### src/rtl/tlb_pkg.sv
// Shared types and constants for the multi-port TLB: packed entry layout,
// page-size encodings and INVTLB op codes.
package tlb_pkg;

  localparam int ENTRY_W = 89;

  localparam logic [5:0] PS_4KB = 6'd12;
  localparam logic [5:0] PS_4MB = 6'd22;

  localparam logic [4:0] INV_OP_ALL0        = 5'd0;
  localparam logic [4:0] INV_OP_ALL1        = 5'd1;
  localparam logic [4:0] INV_OP_G           = 5'd2;
  localparam logic [4:0] INV_OP_NG          = 5'd3;
  localparam logic [4:0] INV_OP_NG_ASID     = 5'd4;
  localparam logic [4:0] INV_OP_NG_ASID_VA  = 5'd5;
  localparam logic [4:0] INV_OP_G_ASID_VA   = 5'd6;

  // MSB -> LSB layout of w_entry / r_entry
  typedef struct packed {
    logic        e;
    logic [18:0] vppn;
    logic [5:0]  ps;
    logic [9:0]  asid;
    logic        g;
    logic [19:0] ppn0;
    logic [1:0]  plv0;
    logic [1:0]  mat0;
    logic        d0;
    logic        v0;
    logic [19:0] ppn1;
    logic [1:0]  plv1;
    logic [1:0]  mat1;
    logic        d1;
    logic        v1;
  } tlb_entry_t;

endpackage

### src/rtl/tlb_match.sv
// Single-entry comparator: valid bit, VPPN (honouring 4MB pages) and an
// optional ASID/global check that the INVTLB path switches off.
module tlb_match
  import tlb_pkg::*;
(
  input  logic        i_e,
  input  logic [18:0] i_ent_vppn,
  input  logic        i_ent_ps4mb,
  input  logic [9:0]  i_ent_asid,
  input  logic        i_ent_g,
  input  logic [18:0] i_vppn,
  input  logic [9:0]  i_asid,
  input  logic        i_asid_en,
  output logic        o_hit
);

  logic w_hi_eq;
  logic w_lo_ok;
  logic w_asid_ok;

  assign w_hi_eq   = (i_ent_vppn[18:10] == i_vppn[18:10]);
  assign w_lo_ok   = i_ent_ps4mb || (i_ent_vppn[9:0] == i_vppn[9:0]);
  assign w_asid_ok = !i_asid_en || i_ent_g || (i_ent_asid == i_asid);
  assign o_hit     = i_e && w_hi_eq && w_lo_ok && w_asid_ok;

endmodule

### src/rtl/tlb_mport.sv
// Fully-associative TLB with NSPORT registered search ports, INVTLB and a
// TLBFILL round-robin pointer. Optional perf counters: TLB_PERF_CNT_EN.
module tlb_mport
  import tlb_pkg::*;
#(
  parameter int TLBNUM = 16,
  parameter int NSPORT = 2,
  localparam int IDXW  = $clog2(TLBNUM)
) (
  input  logic                     clk,
  input  logic                     resetn,
  input  logic [NSPORT-1:0]        s_req,
  input  logic [NSPORT*19-1:0]     s_vppn,
  input  logic [NSPORT-1:0]        s_va_bit12,
  input  logic [NSPORT*10-1:0]     s_asid,
  output logic [NSPORT-1:0]        s_rsp_valid,
  output logic [NSPORT-1:0]        s_found,
  output logic [NSPORT*IDXW-1:0]   s_index,
  output logic [NSPORT*20-1:0]     s_ppn,
  output logic [NSPORT*6-1:0]      s_ps,
  output logic [NSPORT*6-1:0]      s_attr,
  input  logic                     we,
  input  logic [IDXW-1:0]          w_index,
  input  logic [ENTRY_W-1:0]       w_entry,
  input  logic [IDXW-1:0]          r_index,
  output logic [ENTRY_W-1:0]       r_entry,
  input  logic                     fill_adv,
  output logic [IDXW-1:0]          fill_index,
  input  logic                     inv_valid,
  input  logic [4:0]               inv_op,
  input  logic [9:0]               inv_asid,
  input  logic [18:0]              inv_vppn,
`ifdef TLB_PERF_CNT_EN
  output logic [NSPORT*32-1:0]     perf_hit,
  output logic [NSPORT*32-1:0]     perf_miss,
`endif
  output logic                     inv_err
);

  tlb_entry_t w_went;
  tlb_entry_t w_rent;
  assign w_went = tlb_entry_t'(w_entry);

  logic [TLBNUM-1:0] r_e;
  logic [TLBNUM-1:0] r_ps4mb;
  logic [TLBNUM-1:0] r_g;
  logic [18:0]       r_vppn  [TLBNUM];
  logic [9:0]        r_asid  [TLBNUM];
  logic [19:0]       r_ppn0  [TLBNUM];
  logic [19:0]       r_ppn1  [TLBNUM];
  logic [5:0]        r_attr0 [TLBNUM];
  logic [5:0]        r_attr1 [TLBNUM];

  logic [TLBNUM-1:0]        w_e_next;
  logic [TLBNUM-1:0]        w_inv_mask;
  logic [TLBNUM-1:0]        w_inv_va;
  logic [TLBNUM-1:0]        w_inv_asid_eq;
  logic [NSPORT*TLBNUM-1:0] w_hit;

  logic [NSPORT-1:0]            w_found;
  logic [NSPORT-1:0][IDXW-1:0]  w_sel;
  logic [NSPORT-1:0]            w_odd;
  logic [NSPORT-1:0][19:0]      w_ppn;
  logic [NSPORT-1:0][5:0]       w_ps;
  logic [NSPORT-1:0][5:0]       w_attr;

  logic [NSPORT-1:0]            r_vld_p1;
  logic [NSPORT-1:0]            r_found_p1;
  logic [NSPORT-1:0][IDXW-1:0]  r_idx_p1;
  logic [NSPORT-1:0][19:0]      r_ppn_p1;
  logic [NSPORT-1:0][5:0]       r_ps_p1;
  logic [NSPORT-1:0][5:0]       r_attr_p1;

  logic [IDXW-1:0] r_fill;
  logic            r_inv_err;

  // Comparator array: one row per search port plus the INVTLB VA row
  for (genvar i = 0; i < TLBNUM; i++) begin : g_ent
    for (genvar k = 0; k < NSPORT; k++) begin : g_port
      tlb_match u_srch (
        .i_e         (r_e[i]),
        .i_ent_vppn  (r_vppn[i]),
        .i_ent_ps4mb (r_ps4mb[i]),
        .i_ent_asid  (r_asid[i]),
        .i_ent_g     (r_g[i]),
        .i_vppn      (s_vppn[k*19 +: 19]),
        .i_asid      (s_asid[k*10 +: 10]),
        .i_asid_en   (1'b1),
        .o_hit       (w_hit[k*TLBNUM + i])
      );
    end

    tlb_match u_inv (
      .i_e         (r_e[i]),
      .i_ent_vppn  (r_vppn[i]),
      .i_ent_ps4mb (r_ps4mb[i]),
      .i_ent_asid  (r_asid[i]),
      .i_ent_g     (r_g[i]),
      .i_vppn      (inv_vppn),
      .i_asid      (inv_asid),
      .i_asid_en   (1'b0),
      .o_hit       (w_inv_va[i])
    );

    assign w_inv_asid_eq[i] = (r_asid[i] == inv_asid);
  end

  always_comb begin
    w_inv_mask = '0;
    for (int i = 0; i < TLBNUM; i++) begin
      case (inv_op)
        INV_OP_ALL0, INV_OP_ALL1: w_inv_mask[i] = 1'b1;
        INV_OP_G:                 w_inv_mask[i] = r_g[i];
        INV_OP_NG:                w_inv_mask[i] = !r_g[i];
        INV_OP_NG_ASID:           w_inv_mask[i] = !r_g[i] && w_inv_asid_eq[i];
        INV_OP_NG_ASID_VA:        w_inv_mask[i] = !r_g[i] && w_inv_asid_eq[i] && w_inv_va[i];
        INV_OP_G_ASID_VA:         w_inv_mask[i] = (r_g[i] || w_inv_asid_eq[i]) && w_inv_va[i];
        default:                  w_inv_mask[i] = 1'b0;
      endcase
    end
  end

  // A same-cycle write overrides any invalidation of its own slot
  always_comb begin
    w_e_next = r_e;
    if (inv_valid) begin
      w_e_next = r_e & ~w_inv_mask;
    end
    if (we) begin
      w_e_next[w_index] = w_went.e;
    end
  end

  always_ff @(posedge clk) begin
    if (!resetn) begin
      r_e <= '0;
    end else begin
      r_e <= w_e_next;
    end
  end

  always_ff @(posedge clk) begin
    if (resetn && we) begin
      r_vppn[w_index]  <= w_went.vppn;
      r_ps4mb[w_index] <= (w_went.ps == PS_4MB);
      r_asid[w_index]  <= w_went.asid;
      r_g[w_index]     <= w_went.g;
      r_ppn0[w_index]  <= w_went.ppn0;
      r_attr0[w_index] <= {w_went.plv0, w_went.mat0, w_went.d0, w_went.v0};
      r_ppn1[w_index]  <= w_went.ppn1;
      r_attr1[w_index] <= {w_went.plv1, w_went.mat1, w_went.d1, w_went.v1};
    end
  end

  // Lowest-index hit wins: scan downward so the last assignment sticks
  always_comb begin
    for (int k = 0; k < NSPORT; k++) begin
      w_found[k] = 1'b0;
      w_sel[k]   = '0;
      for (int i = TLBNUM - 1; i >= 0; i--) begin
        if (w_hit[k*TLBNUM + i]) begin
          w_found[k] = 1'b1;
          w_sel[k]   = IDXW'(i);
        end
      end
    end
  end

  always_comb begin
    for (int k = 0; k < NSPORT; k++) begin
      w_odd[k]  = r_ps4mb[w_sel[k]] ? s_vppn[k*19 + 9] : s_va_bit12[k];
      w_ppn[k]  = '0;
      w_ps[k]   = PS_4KB;
      w_attr[k] = '0;
      if (w_found[k]) begin
        w_ppn[k]  = w_odd[k] ? r_ppn1[w_sel[k]]  : r_ppn0[w_sel[k]];
        w_attr[k] = w_odd[k] ? r_attr1[w_sel[k]] : r_attr0[w_sel[k]];
        w_ps[k]   = r_ps4mb[w_sel[k]] ? PS_4MB : PS_4KB;
      end
    end
  end

  // ---- stage p1: registered search response ----
  always_ff @(posedge clk) begin
    if (!resetn) begin
      r_vld_p1   <= '0;
      r_found_p1 <= '0;
      r_idx_p1   <= '0;
      r_ppn_p1   <= '0;
      r_ps_p1    <= '0;
      r_attr_p1  <= '0;
    end else begin
      r_vld_p1 <= s_req;
      for (int k = 0; k < NSPORT; k++) begin
        if (s_req[k]) begin
          r_found_p1[k] <= w_found[k];
          r_idx_p1[k]   <= w_sel[k];
          r_ppn_p1[k]   <= w_ppn[k];
          r_ps_p1[k]    <= w_ps[k];
          r_attr_p1[k]  <= w_attr[k];
        end
      end
    end
  end

  assign s_rsp_valid = r_vld_p1;
  assign s_found     = r_found_p1;
  assign s_index     = r_idx_p1;
  assign s_ppn       = r_ppn_p1;
  assign s_ps        = r_ps_p1;
  assign s_attr      = r_attr_p1;

  always_ff @(posedge clk) begin
    if (!resetn) begin
      r_fill    <= '0;
      r_inv_err <= 1'b0;
    end else begin
      if (fill_adv) begin
        r_fill <= r_fill + 1'b1;
      end
      r_inv_err <= inv_valid && (inv_op > INV_OP_G_ASID_VA);
    end
  end

  assign fill_index = r_fill;
  assign inv_err    = r_inv_err;

  always_comb begin
    w_rent      = '0;
    w_rent.e    = r_e[r_index];
    w_rent.vppn = r_vppn[r_index];
    w_rent.ps   = r_ps4mb[r_index] ? PS_4MB : PS_4KB;
    w_rent.asid = r_asid[r_index];
    w_rent.g    = r_g[r_index];
    w_rent.ppn0 = r_ppn0[r_index];
    {w_rent.plv0, w_rent.mat0, w_rent.d0, w_rent.v0} = r_attr0[r_index];
    w_rent.ppn1 = r_ppn1[r_index];
    {w_rent.plv1, w_rent.mat1, w_rent.d1, w_rent.v1} = r_attr1[r_index];
  end

  assign r_entry = w_rent;

`ifdef TLB_PERF_CNT_EN
  logic [NSPORT-1:0][31:0] r_perf_hit;
  logic [NSPORT-1:0][31:0] r_perf_miss;

  function automatic logic [31:0] sat_inc(input logic [31:0] v);
    return (v == 32'hFFFF_FFFF) ? v : v + 32'd1;
  endfunction

  always_ff @(posedge clk) begin
    if (!resetn) begin
      r_perf_hit  <= '0;
      r_perf_miss <= '0;
    end else begin
      for (int k = 0; k < NSPORT; k++) begin
        if (s_req[k]) begin
          if (w_found[k]) begin
            r_perf_hit[k] <= sat_inc(r_perf_hit[k]);
          end else begin
            r_perf_miss[k] <= sat_inc(r_perf_miss[k]);
          end
        end
      end
    end
  end

  assign perf_hit  = r_perf_hit;
  assign perf_miss = r_perf_miss;
`endif

endmodule

### config.mk
export PLATFORM = sky130hd
export DESIGN_NAME = tlb_mport
export DESIGN_NICKNAME = d
export VERILOG_FILES = /design/src/rtl/tlb_pkg.sv /design/src/rtl/tlb_match.sv /design/src/rtl/tlb_mport.sv
export SDC_FILE = /design/constraint.sdc
export NUM_CORES = 2
export LEC_CHECK = 0
export BUFFER_PORTS_ARGS = -buffer_cell sky130_fd_sc_hd__buf_2
export CORE_AREA = 8 8 510 512
export CTS_CLUSTER_SIZE = 14
export DETAILED_ROUTE_END_ITERATION = 10
export DIE_AREA = 0 0 518 520
export GPL_TIMING_DRIVEN = 0
export PLACE_DENSITY_LB_ADDON = 0.15
export SLEW_MARGIN = 0
export SYNTH_ARGS = -nofsm -noshare
export SYNTH_HDL_FRONTEND = slang
export SYNTH_SLANG_ARGS = --single-unit
### constraint.sdc
create_clock -name clk -period 5.7 [get_ports clk]
set_input_delay 0.285 -clock clk [delete_from_list [all_inputs] [get_ports clk]]
set_output_delay 0.285 -clock clk [all_outputs]
set_load 0.02 [all_outputs]
==> results by group <==
Logic synthesis
  • Most used flip-flop cell after synthesis: sky130_fd_sc_hd__edfxtp_1
  • Number of library cell types mapped by synthesis: 78
  • Simple logic cell fraction of the synthesized area: between 8 and 9%
  • Ranking of synthesized cells by instance count: 1328 x sky130_fd_sc_hd__edfxtp_1, 868 x sky130_fd_sc_hd__xor2_1, 576 x sky130_fd_sc_hd__mux2i_1
  • Per-instance average area after synthesis: approximately 12 sq um
  • Top cells by area, synth: sky130_fd_sc_hd__edfxtp_1 46%, sky130_fd_sc_hd__mux4_2 11%, sky130_fd_sc_hd__xor2_1 8.7%
  • Share of flip-flops with an asynchronous set or reset: 0%
  • Mux cell area share after synthesis: a little under a fifth
  • Sequential fraction of the synthesis area: 47.65%
  • Most common cell in the netlist: sky130_fd_sc_hd__edfxtp_1
  • Dominant cell type by area after synthesis: sky130_fd_sc_hd__edfxtp_1
  • EDFF count, synth: between 1000 and 1500
  • Parity-gate share of the synthesized area counting xor and xnor cells: between 10 and 15%
  • Fraction of the mapped netlist area in adder cells: less than 1%
  • Area fraction of the dominant cell type after synthesis: a little under half
  • Post-synthesis cell count: 7013
  • Combined area of all synthesized cells: about 88000 sq um
  • Synth warn: 0
  • Post-synthesis register bit count: ~1400
  • Area fraction in compound gates after synthesis: 8.160%
  • Main combinational cell family by area after synthesis: multiplexers

Floorplan
  • Die height: 520 um
  • Cell Rows: 185
  • Die Span X: ~520 um
  • Boundary pin count: 368
  • Core outline area: 252300 sq um
  • Die footprint: 269400 sq um
  • Initial Utilization: 34.68%

Job
  • # Max-Cap Violations: 6

Run status
  • Result of the run: complete, but fails checks
  • Violations in the final reports: capacitance limit, slew limit, setup timing

Finish
  • Final net count: approximately 7900
  • Fillers: between 20000 and 25000
  • Layout cells sized above 1: 20.66%
  • Post-synthesis to final-layout area growth: 18.09%

Detailed routing
  • Number of design-rule violations left by the first detailed-router iteration: 12260
  • Post-detailed-route count of antenna-violating nets: 0
  • Detailed-route vias per instance: 6.585
  • Via count: 73850
  • Average wire per standard cell: 43.80 um
  • Drt total wl: 491100 um
  • Initial DRT Pass Iterations: 9
  • Number of design rule violations left after detail routing: 0

STA
  • Final cycle utilization of the critical path: 103.9%
  • Period minus WS final: 5.925 ns
  • Final-report max-slew violation count: 55
  • Number of endpoints with negative hold slack in the final report: 0
  • Total negative slack for setup checks: -1.262 ns
  • Number of endpoints failing setup at the final stage: 21
  • Upper clock frequency limit: 0.1688 GHz
  • PnR worst setup slack: -0.2248 ns
  • Hold Worst Slack: 0.09996 ns
  • Clock skew after layout: 0.04951 ns
  • Transition time of the tightest slew-check pin: 1.644 ns
  • RSZ-0062 raised after global routing: yes
  • Max transition margin: -9.607%

Global routing
  • Pin count of the biggest net entering global routing: 24
  • Overflow left after global routing: 0
  • Global-route met2 utilization: between 50% and 60%
  • GR Util met3: 9.291%
  • Global-route wire length before repair: 643100 um
  • Initial antenna violation count: 48
  • Global routing met1 resource utilization: 44.04%
  • GRT Overall Usage: 34.71%
  • Number of global-route vias before repair: 70360
  • Busiest metal layer after global routing: met2

Pwr
  • Cell Pwr Density: 251.1 nW/um^2
  • Design internal power: 18.99 mW
  • Switching power summed over all nets: 6.957 mW
  • Static leakage power: 32.80 nW
  • Share of total power consumed by net switching: 26.81%
  • Share of power burned in registers: 45.0%
  • Maximum ir drop on the vdd rail: 0.0002654 V
  • Part of the power in the clock network: between 40% and 50%
  • Portion of total power attributed to combinational logic: 10.6%

Placement
  • Port buffer count: 266
  • Final weighted congestion of routability-driven global placement: 1.015
  • Post-detailed-placement half-perimeter wirelength: about 360000 um

Critical path
  • Worst-path fanout max: 10
  • Class of the most critical setup path: register to register
  • Startpoint types: register
  • Required time of the critical path: 6.41 ns
  • Critical path capture point type: register
  • Worst endpoint data arrival time: approximately 6.6 ns

Clocking
  • Clock network latency to the later pin of the worst-skew pair: approximately 0.89 ns
  • Buffer cell driving the clock tree root: sky130_fd_sc_hd__clkbuf_16
  • Sink Count: 1419
  • Number of buffers added by the clock tree synthesis step: 172
  • # H-tree levels: 4
  • Clock Pin Slew Worst Setup and Hold Paths: 0.06 ns
  • Maximum clock path buffer count: 3
  • TritonCTS clock tree: done

Worst hold path
  • Worst hold-check path type: primary input to register
==> power groups by stage <==
stage / combinational [mW] / sequential, mW / clock (mW)
after detailed placement: 2.57 / 11.9 / 0
after global routing: 2.80 / 11.7 / 11.9
after floorplan: 1.45 / 11.8 / 0
after global placement: 2.53 / 11.9 / 0
after CTS: 2.66 / 11.7 / 11.6
final: 2.74 / 11.7 / 11.5
==> per-stage QoR <==
| step | area [sq um] | cells | utilization [%] | power (mW) | setup WS [ns] |
|---|---|---|---|---|---|
| after floorplan | 87520 | 7018 | - | 13.28 | 0.7191 |
| final | 103300 | 11210 | 40.96 | 25.95 | -0.2248 |
| after CTS | 102900 | 11180 | 40.79 | 25.90 | 0.0004099 |
| after global routing | 103300 | 11200 | 40.94 | 26.40 | -0.06595 |
| after global placement | 93070 | 10650 | 36.89 | 14.43 | -7.021 |
| after detailed placement | 95090 | 10750 | 37.69 | 14.45 | -2.430 |
==> critical path, stage by stage (launching register included) <==
cell and delay (ns):
sky130_fd_sc_hd__edfxtp_1 0.56, sky130_fd_sc_hd__xor2_1 0.22, sky130_fd_sc_hd__nor4_1 0.40, sky130_fd_sc_hd__a41oi_2 0.49
sky130_fd_sc_hd__nor2_1 0.32, sky130_fd_sc_hd__a221oi_1 0.19, sky130_fd_sc_hd__o211ai_1 0.34, sky130_fd_sc_hd__a31o_2 0.27
sky130_fd_sc_hd__buf_2 0.28, sky130_fd_sc_hd__buf_4 0.40, sky130_fd_sc_hd__buf_4 0.44, sky130_fd_sc_hd__buf_2 0.45
sky130_fd_sc_hd__nand2_1 0.12, sky130_fd_sc_hd__o21ai_0 0.11, sky130_fd_sc_hd__o22ai_1 0.12, sky130_fd_sc_hd__o211ai_1 0.84
sky130_fd_sc_hd__nand3_1 0.14
==> final cells by class <==
type                    instances  area, sq um  area share [%]
flip-flops and latches       1419        41700           40.35
clock inverters                96         1186           1.148
repair buffers                489         4408           4.266
plain buffers                 566         2982           2.885
diodes                         22        55.05         0.05328
inverters                       6        22.52         0.02179
clock buffers                 225         4643           4.493
well taps                    3366         4212           4.076
multi-input cells            5025        44130           42.70
==> cell usage in the layout (no fill, tap or decap), types with 23 or more instances in the layout <==
cell type,count
sky130_fd_sc_hd__mux2_2,42
sky130_fd_sc_hd__clkbuf_2,107
sky130_fd_sc_hd__nor2b_1,116
sky130_fd_sc_hd__buf_4,91
sky130_fd_sc_hd__nor3_1,82
sky130_fd_sc_hd__a311oi_1,25
sky130_fd_sc_hd__or3_1,70
sky130_fd_sc_hd__and2_1,25
sky130_fd_sc_hd__mux2i_1,568
sky130_fd_sc_hd__o221ai_1,98
sky130_fd_sc_hd__nand3_1,87
sky130_fd_sc_hd__a41oi_1,47
sky130_fd_sc_hd__xor2_1,868
sky130_fd_sc_hd__o21ai_0,72
sky130_fd_sc_hd__dfxtp_1,91
sky130_fd_sc_hd__nor2_1,105
sky130_fd_sc_hd__buf_2,402
sky130_fd_sc_hd__a41oi_2,32
sky130_fd_sc_hd__o21ai_1,27
sky130_fd_sc_hd__dlygate4sd3_1,101
sky130_fd_sc_hd__buf_12,69
sky130_fd_sc_hd__nor4_1,231
sky130_fd_sc_hd__a21oi_1,245
sky130_fd_sc_hd__edfxtp_1,1328
sky130_fd_sc_hd__nand2_1,547
sky130_fd_sc_hd__nand4_1,158
sky130_fd_sc_hd__a211oi_1,207
sky130_fd_sc_hd__buf_6,26
sky130_fd_sc_hd__clkinv_2,29
sky130_fd_sc_hd__a221o_1,37
sky130_fd_sc_hd__o211ai_1,23
sky130_fd_sc_hd__xnor2_1,544
sky130_fd_sc_hd__mux4_2,420
sky130_fd_sc_hd__buf_1,41
sky130_fd_sc_hd__clkbuf_16,172
sky130_fd_sc_hd__a31oi_1,29
sky130_fd_sc_hd__a32oi_1,50
sky130_fd_sc_hd__clkbuf_1,212
sky130_fd_sc_hd__and3_1,25
==> registers in the layout (all words and copies together) (netlist names) <==
signal       flops
inv_err          1
s_attr          12
r_ppn0         320
s_index          8
r_asid         160
s_ps             6
r_vppn         304
r_e             16
s_ppn           40
r_g             16
r_ppn1         320
fill_index       4
r_attr1         96
s_rsp_valid      2
r_attr0         96
r_ps4mb         16
s_found          2
==> cells by family (layout without fill, tap and decap cells) <==
group	Yosys count	in the layout
simple gates	1559	1559
flops	1419	1419
xor+xnor	1412	1412
mux	1043	1043
compound gates	1003	1003
buf+inv	574	1382
other cells	2	29
fa+ha+maj	1	1
==> path summary, 6_finish.rpt <==
kind | from | endpoint | slack, ns | cells after the start
hold reg to reg | s_ppn[23] | s_ppn[23] | 0.45 | 2
setup reg to reg | r_asid[13][9] | s_attr[1] | -0.22 | 16
setup / recovery | r_asid[13][9] | s_attr[1] | -0.22 | 16
hold / removal | s_req[1] | s_ps[8] | 0.1 | 3
==> layer usage <==
layer | up-vias | routed length, um
met3 | 1501 | 55860
met5 | - | 85
met4 | 14 | 45630
met1 | 37570 | 184100
met2 | 6270 | 205400
li1 | 28500 | -
==> what timing repair did <==
| item | in CTS | in global routing |
|---|---|---|
| pin swaps | 13 | 11 |
| hold buffers | 101 | 0 |
| setup endpoints to repair | 60 | 50 |
| buffers inserted | 17 | 7 |
| resized for setup | 244 | 87 |
| endpoints found under the hold margin | 1350 | 0 |
(Power assumes the default switching activity.)
